$ cat config.mk
export PLATFORM = sky130hd
export DESIGN_NAME = therm_seq_monitor
export DESIGN_NICKNAME = d
export VERILOG_FILES = /design/src/rtl/therm_seq_monitor.sv
export SDC_FILE = /design/constraint.sdc
export NUM_CORES = 1
export LEC_CHECK = 0
export CAP_MARGIN = 20
export CORE_MARGIN = 5
export CORE_UTILIZATION = 40
export DETAILED_ROUTE_END_ITERATION = 8
export PLACE_DENSITY = 0.68
export SKIP_CTS_REPAIR_TIMING = 1
export SLEW_MARGIN = 15
export SYNTH_ARGS = -nofsm -noshare
export SYNTH_HDL_FRONTEND = slang
export SYNTH_SLANG_ARGS = --single-unit
export TNS_END_PERCENT = 100
$ cat constraint.sdc
create_clock -name clk_trl -period 2.1 [get_ports clk_trl]
set_input_delay 0.315 -clock clk_trl [delete_from_list [all_inputs] [get_ports clk_trl]]
set_output_delay 0.315 -clock clk_trl [all_outputs]
set_load 0.03 [all_outputs]
$ cat src/rtl/therm_seq_monitor.sv
// Receive-side checker for the 8-phase thermometer sequencer bus: decodes each
// sample to a phase index, checks the step order, tracks lock and counts completed cycles.
module therm_seq_monitor #(
  parameter int LOCK_N     = 4,
  parameter int ALLOW_HOLD = 0,
  parameter int CNT_W      = 16
) (
  input  logic             clk_trl,
  input  logic             reset,
  input  logic [7:0]       state_in,
  output logic [2:0]       phase,
  output logic             phase_valid,
  output logic             locked,
  output logic             wrap_pulse,
  output logic [CNT_W-1:0] cycle_cnt,
  output logic             err_illegal,
  output logic             err_seq,
  output logic [7:0]       err_cnt
);

  typedef enum logic {HUNT, LOCKED} state_t;
  typedef enum logic [2:0] {C_ILLEGAL, C_FIRST, C_GOOD, C_HOLD, C_SEQ} cls_t;

  // Returns {legal, index}.
  function automatic logic [3:0] decode(input logic [7:0] code);
    case (code)
      8'h00:   return 4'b1_000;
      8'h01:   return 4'b1_001;
      8'h03:   return 4'b1_010;
      8'h07:   return 4'b1_011;
      8'h0F:   return 4'b1_100;
      8'h1F:   return 4'b1_101;
      8'h3F:   return 4'b1_110;
      8'h7F:   return 4'b1_111;
      default: return 4'b0_000;
    endcase
  endfunction

  function automatic logic [7:0] sat_inc8(input logic [7:0] v, input logic inc);
    return (inc && (v != 8'hFF)) ? v + 8'd1 : v;
  endfunction

  state_t      state_q, state_d;
  cls_t        cls;
  logic [3:0]  dec;
  logic        legal;
  logic [2:0]  idx;
  logic [3:0]  run_cnt, run_d;
  logic        wrap_d;
  logic        is_err;

  // phase/phase_valid double as the previous-sample registers: phase holds on
  // an illegal sample and phase_valid drops exactly when the next sample must be FIRST.
  always_comb begin
    dec   = decode(state_in);
    legal = dec[3];
    idx   = dec[2:0];
    cls   = C_SEQ;
    if (!legal)                                   cls = C_ILLEGAL;
    else if (!phase_valid)                        cls = C_FIRST;
    else if (idx == phase + 3'd1)                 cls = C_GOOD;
    else if ((idx == phase) && (ALLOW_HOLD != 0)) cls = C_HOLD;
    else                                          cls = C_SEQ;
  end

  always_comb begin
    state_d = state_q;
    run_d   = run_cnt;
    is_err  = (cls == C_ILLEGAL) || (cls == C_SEQ);
    wrap_d  = (cls == C_GOOD) && (state_q == LOCKED) && (idx == 3'd0);
    case (state_q)
      HUNT: begin
        if (cls == C_GOOD) begin
          if ((run_cnt + 4'd1) == 4'(LOCK_N)) begin
            state_d = LOCKED;
            run_d   = 4'd0;
          end else begin
            run_d = run_cnt + 4'd1;
          end
        end else if (is_err) begin
          run_d = 4'd0;
        end
      end
      LOCKED: begin
        if (is_err) begin
          state_d = HUNT;
          run_d   = 4'd0;
        end
      end
      default: state_d = HUNT;
    endcase
  end

  always_ff @(posedge clk_trl) begin
    if (reset) begin
      state_q <= HUNT;
      run_cnt <= 4'd0;
    end else begin
      state_q <= state_d;
      run_cnt <= run_d;
    end
  end

  assign locked = (state_q == LOCKED);

  // Registered outputs: one-cycle latency from the sampled bus.
  always_ff @(posedge clk_trl) begin
    if (reset) begin
      phase       <= 3'd0;
      phase_valid <= 1'b0;
      wrap_pulse  <= 1'b0;
      cycle_cnt   <= '0;
      err_illegal <= 1'b0;
      err_seq     <= 1'b0;
      err_cnt     <= 8'd0;
    end else begin
      if (legal) phase <= idx;
      phase_valid <= legal;
      wrap_pulse  <= wrap_d;
      if (wrap_d) cycle_cnt <= cycle_cnt + CNT_W'(1);
      err_illegal <= (cls == C_ILLEGAL);
      err_seq     <= (cls == C_SEQ);
      err_cnt     <= sat_inc8(err_cnt, is_err);
    end
  end

endmodule

==> flow_metrics.py <==
metrics = {
    "run": {
        "max_cap_violations": 0,
    },
    "detailed_routing": {
        "wl_um": 5230,
        "postRouteAntennaNets": 0,
        "dr.first_iter.drc_count": 69,
        "vias": 1963,
        "drcViolationCount": 0,
        "via_per_inst": 5.26,
        "first_pass_iters": 4,
        "wl_per_cell_um": 14.0,
    },
    "synthesis": {
        "ys_seq_area_share_pct": 36.4,
        "syn_nets": 238,
        "synthSimpleGateAreaFrac_pct": 34.2,
        "synthMuxAreaShare_pct": 2.21,
        "synth-main-ff-cell": "dfxtp_1",
        "synth-compound-area-share_pct": 15.7,
        "synth_area_um2": 1980,
        "synth_top_family_by_area": "simple AND/OR/NAND/NOR gates",
        "synth-edff-count": 0,
        "synthAdderAreaFrac_pct": 2.53,
        "avgSynthCellArea_um2": 8.84,
        "synthXorXnorAreaFrac_pct": 6.19,
        "synth_cell_type_count": 54,
        "async_flop_share_pct": 0,
        "yosys_warnings": 0,
        "ys_ff_latch": 36,
        "synthCells": 224,
    },
    "floorplanning": {
        "fp.dieArea_um2": 6460,
        "start_util_pct": 41.7,
        "die_h_um": 80.4,
        "io_pins": 42,
        "die_w_um": 80.4,
        "rows": 25,
        "coreArea_um2": 4750,
    },
    "cts": {
        "cts_root_buffer": "clkbuf_8",
        "h-tree-depth": 2,
        "clock_latency_ns": 0.29,
        "cts.path.max_buffers": 2,
        "clk_pin_slew_worst_paths_ns": 0.08,
        "cts_buffers": 5,
        "cts_sinks": 36,
        "cts_tree": "yes",
    },
    "sta": {
        "min_period_ns": 2.20,
        "max_freq_mhz": 454,
        "maxSlewViolCount": 0,
        "rsz0062_at_grt": "yes",
        "tightest_slew_ns": 0.365,
        "finalSetupTns_ns": -0.671,
        "setup_viol": 14,
        "relSlewSlack_pct": 75.5,
        "finClkSkew_ns": 0.00578,
        "period_share_pct": 105,
        "hold_viol": 0,
        "timing.final.ws_setup_ns": -0.100,
    },
    "hold_path": {
        "hold_end": "cycle_cnt[11]",
        "min_from": "cycle_cnt[11]",
        "min_path_type": "reg2reg",
        "min_path_cells": 2,
    },
    "placed_design": {
        "dp.cells": 359,
        "numPortBuffers": 41,
        "gp_congestion": 0.816,
        "dp_worst_setup_slack_ns": -0.643,
        "hpwl_um": 3580,
    },
    "power_and_ir_drop": {
        "p_comb_share_pct": 9.4,
        "p_leak_uw": 0.00124,
        "peakVddDrop_v": 0.000235,
        "switching_power_uw": 347,
        "internal_power_uw": 1120,
        "pwr-share-clk_pct": 43.1,
        "switching_share_pct": 23.6,
        "pwr_density_cell_nw_per_um2": 480,
        "power_frac_seq_pct": 47.5,
    },
    "cells_and_area": {
        "fin_util_pct": 64.5,
        "fill_cells": 391,
        "drive_gt1_share_pct": 30.4,
        "fin_nets": 319,
        "instances_no_fill": 373,
        "antennaDiodeCount": 0,
        "area_growth_pct": 54.8,
    },
    "setup_path": {
        "crit_top_cell": "buf_6",
        "critPathRequiredTime_ns": 2.29,
        "r2r_end": "err_cnt[5]",
        "worst-path-max-fanout": 5,
        "slowest_stage": "or3_4",
        "r2r_slack_ns": -0.04,
        "r2r_start": "phase[0]",
        "end_kind": "flop",
        "slowest_delay_ns": 0.42,
        "path_cells": "buf_6 > or3_4 > buf_6 > nor3_4 > o21a_1 > o2111a_2 > and4_4 > nand4_1 > mux2_4",
        "setup.worst_path.class": "in2reg",
        "cp_data_arrival_time_ns": 2.39,
        "ff2ff_path_depth": 6,
        "cp-start-kind": "primary input",
    },
    "global_routing": {
        "grt_use_total_pct": 15.8,
        "grt_overflow": 0,
        "grt_pass1_wl_um": 8070,
        "grt_max_degree": 24,
        "grt_pass1_vias": 1814,
        "grt_antenna_before_repair": 0,
    },
    "run_status": {
        "outcome": "complete, but fails checks",
        "violations": "setup timing",
    },
}
power by group through the flow:
| stage | Combinational (uW) | Clock [uW] | Sequential (uW) |
|---|---|---|---|
| 3_5_place_dp | 128 | 0 | 716 |
| 6_report | 138 | 633 | 699 |
| 5_1_grt | 149 | 672 | 701 |
| 4_1_cts | 129 | 645 | 699 |
| 3_3_place_gp | 127 | 0 | 715 |
| 2_1_floorplan | 52.9 | 0 | 730 |
cells in the final DEF, fill, tap and decap left out, types with 5 or more instances in the layout:
master,count
dfxtp_1,34
nor2b_1,7
nand4_1,8
buf_4,34
buf_6,6
nor3_1,7
and3_1,8
xnor2_1,11
nand2_1,13
dlymetal6s2s_1,5
nor2_1,23
clkdlybuf4s50_1,33
nand3_1,8
or3_1,5
a21oi_1,10
inv_1,5
nor4_4,5
clkbuf_8,7
per-layer routing:
metal | vias to the layer above | track usage [%] | share of wire, %
met1 | 924 | 20.0 | 45
met4 | 0 | 7.09 | 2.4
met2 | 44 | 25.8 | 49
li1 | 978 | - | -
met3 | 17 | 3.03 | 3.2
met5 | - | 0 | 0
layout make-up:
class / count / area, um^2 / area share (%)
multi-input cells: 175 / 1360 / 44.2
flip-flops and latches: 36 / 726 / 23.7
repair buffers: 82 / 761 / 24.8
well taps: 67 / 83.8 / 2.73
clock buffers: 8 / 121 / 3.96
inverters: 5 / 18.8 / 0.612
critical path, delay by kind of cell:
| kind | cells | cell delay [ns] |
|---|---|---|
| and+or+nand+nor | 4 | 1.06 |
| AOI/OAI and AO/OA | 2 | 0.45 |
| muxes | 1 | 0.32 |
| buffers and inverters | 2 | 0.24 |
synth_stat cells (all sizes together) (2+ instances only):
library cell | n | share of area, %
dfxtp | 36 | 36
nor2 | 24 | 4.5
a21oi | 15 | 4.5
nand2 | 14 | 2.7
xnor2 | 11 | 4.9
and3 | 8 | 2.5
nand3 | 8 | 2.0
nand4 | 8 | 2.5
nor3 | 8 | 2.6
o21ai | 8 | 2.0
nor2b | 7 | 2.2
nor4 | 7 | 4.9
clkbuf | 6 | 1.1
or3 | 6 | 2.1
a211oi | 5 | 2.1
and2 | 5 | 1.7
inv | 5 | 0.95
ha | 4 | 2.5
a21o | 3 | 1.1
mux2 | 3 | 1.7
or2 | 3 | 0.95
xor2 | 3 | 1.3
and4 | 2 | 0.88
buf | 2 | 0.63
nand2b | 2 | 0.63
nor3b | 2 | 0.76
nor4b | 2 | 1.5
sequential cells by signal (all words and copies together) (netlist names):
| name | flops |
|---|---|
| err_illegal | 1 |
| err_seq | 1 |
| run_cnt | 4 |
| cycle_cnt | 16 |
| phase | 3 |
| err_cnt | 8 |
| phase_valid | 1 |
| locked | 1 |
| wrap_pulse | 1 |
how the worst max path moves through the flow:
stage,from,end,slack (ns)
floorplan,state_in[7],cycle_cnt[15],-0.11
global placement,state_in[7],err_cnt[4],-0.56
detailed placement,state_in[1],err_cnt[4],-0.64
CTS,state_in[1],cycle_cnt[6],-0.35
global route,state_in[6],cycle_cnt[6],-0.17
finish,state_in[6],cycle_cnt[15],-0.10
cells by family (layout without fill, tap and decap cells):
logic type / Yosys count / after routing
XOR/XNOR: 14 / 14
adder cells (fa/ha/maj): 4 / 4
multiplexers: 4 / 4
buffers and inverters: 13 / 95
AND/OR/NAND/NOR: 110 / 110
AO/OA/AOI/OAI: 43 / 43
flip-flops: 36 / 36
stage by stage:
step | hold slack (ns) | area [um^2] | power, uW
4_1_cts | 0.519 | 2860 | 1470
5_1_grt | 0.539 | 3070 | 1520
2_1_floorplan | 0.414 | 2000 | 783
3_3_place_gp | 0.497 | 2740 | 842
6_report | 0.531 | 3070 | 1470
3_5_place_dp | 0.507 | 2740 | 844
(Power assumes the default switching activity.)
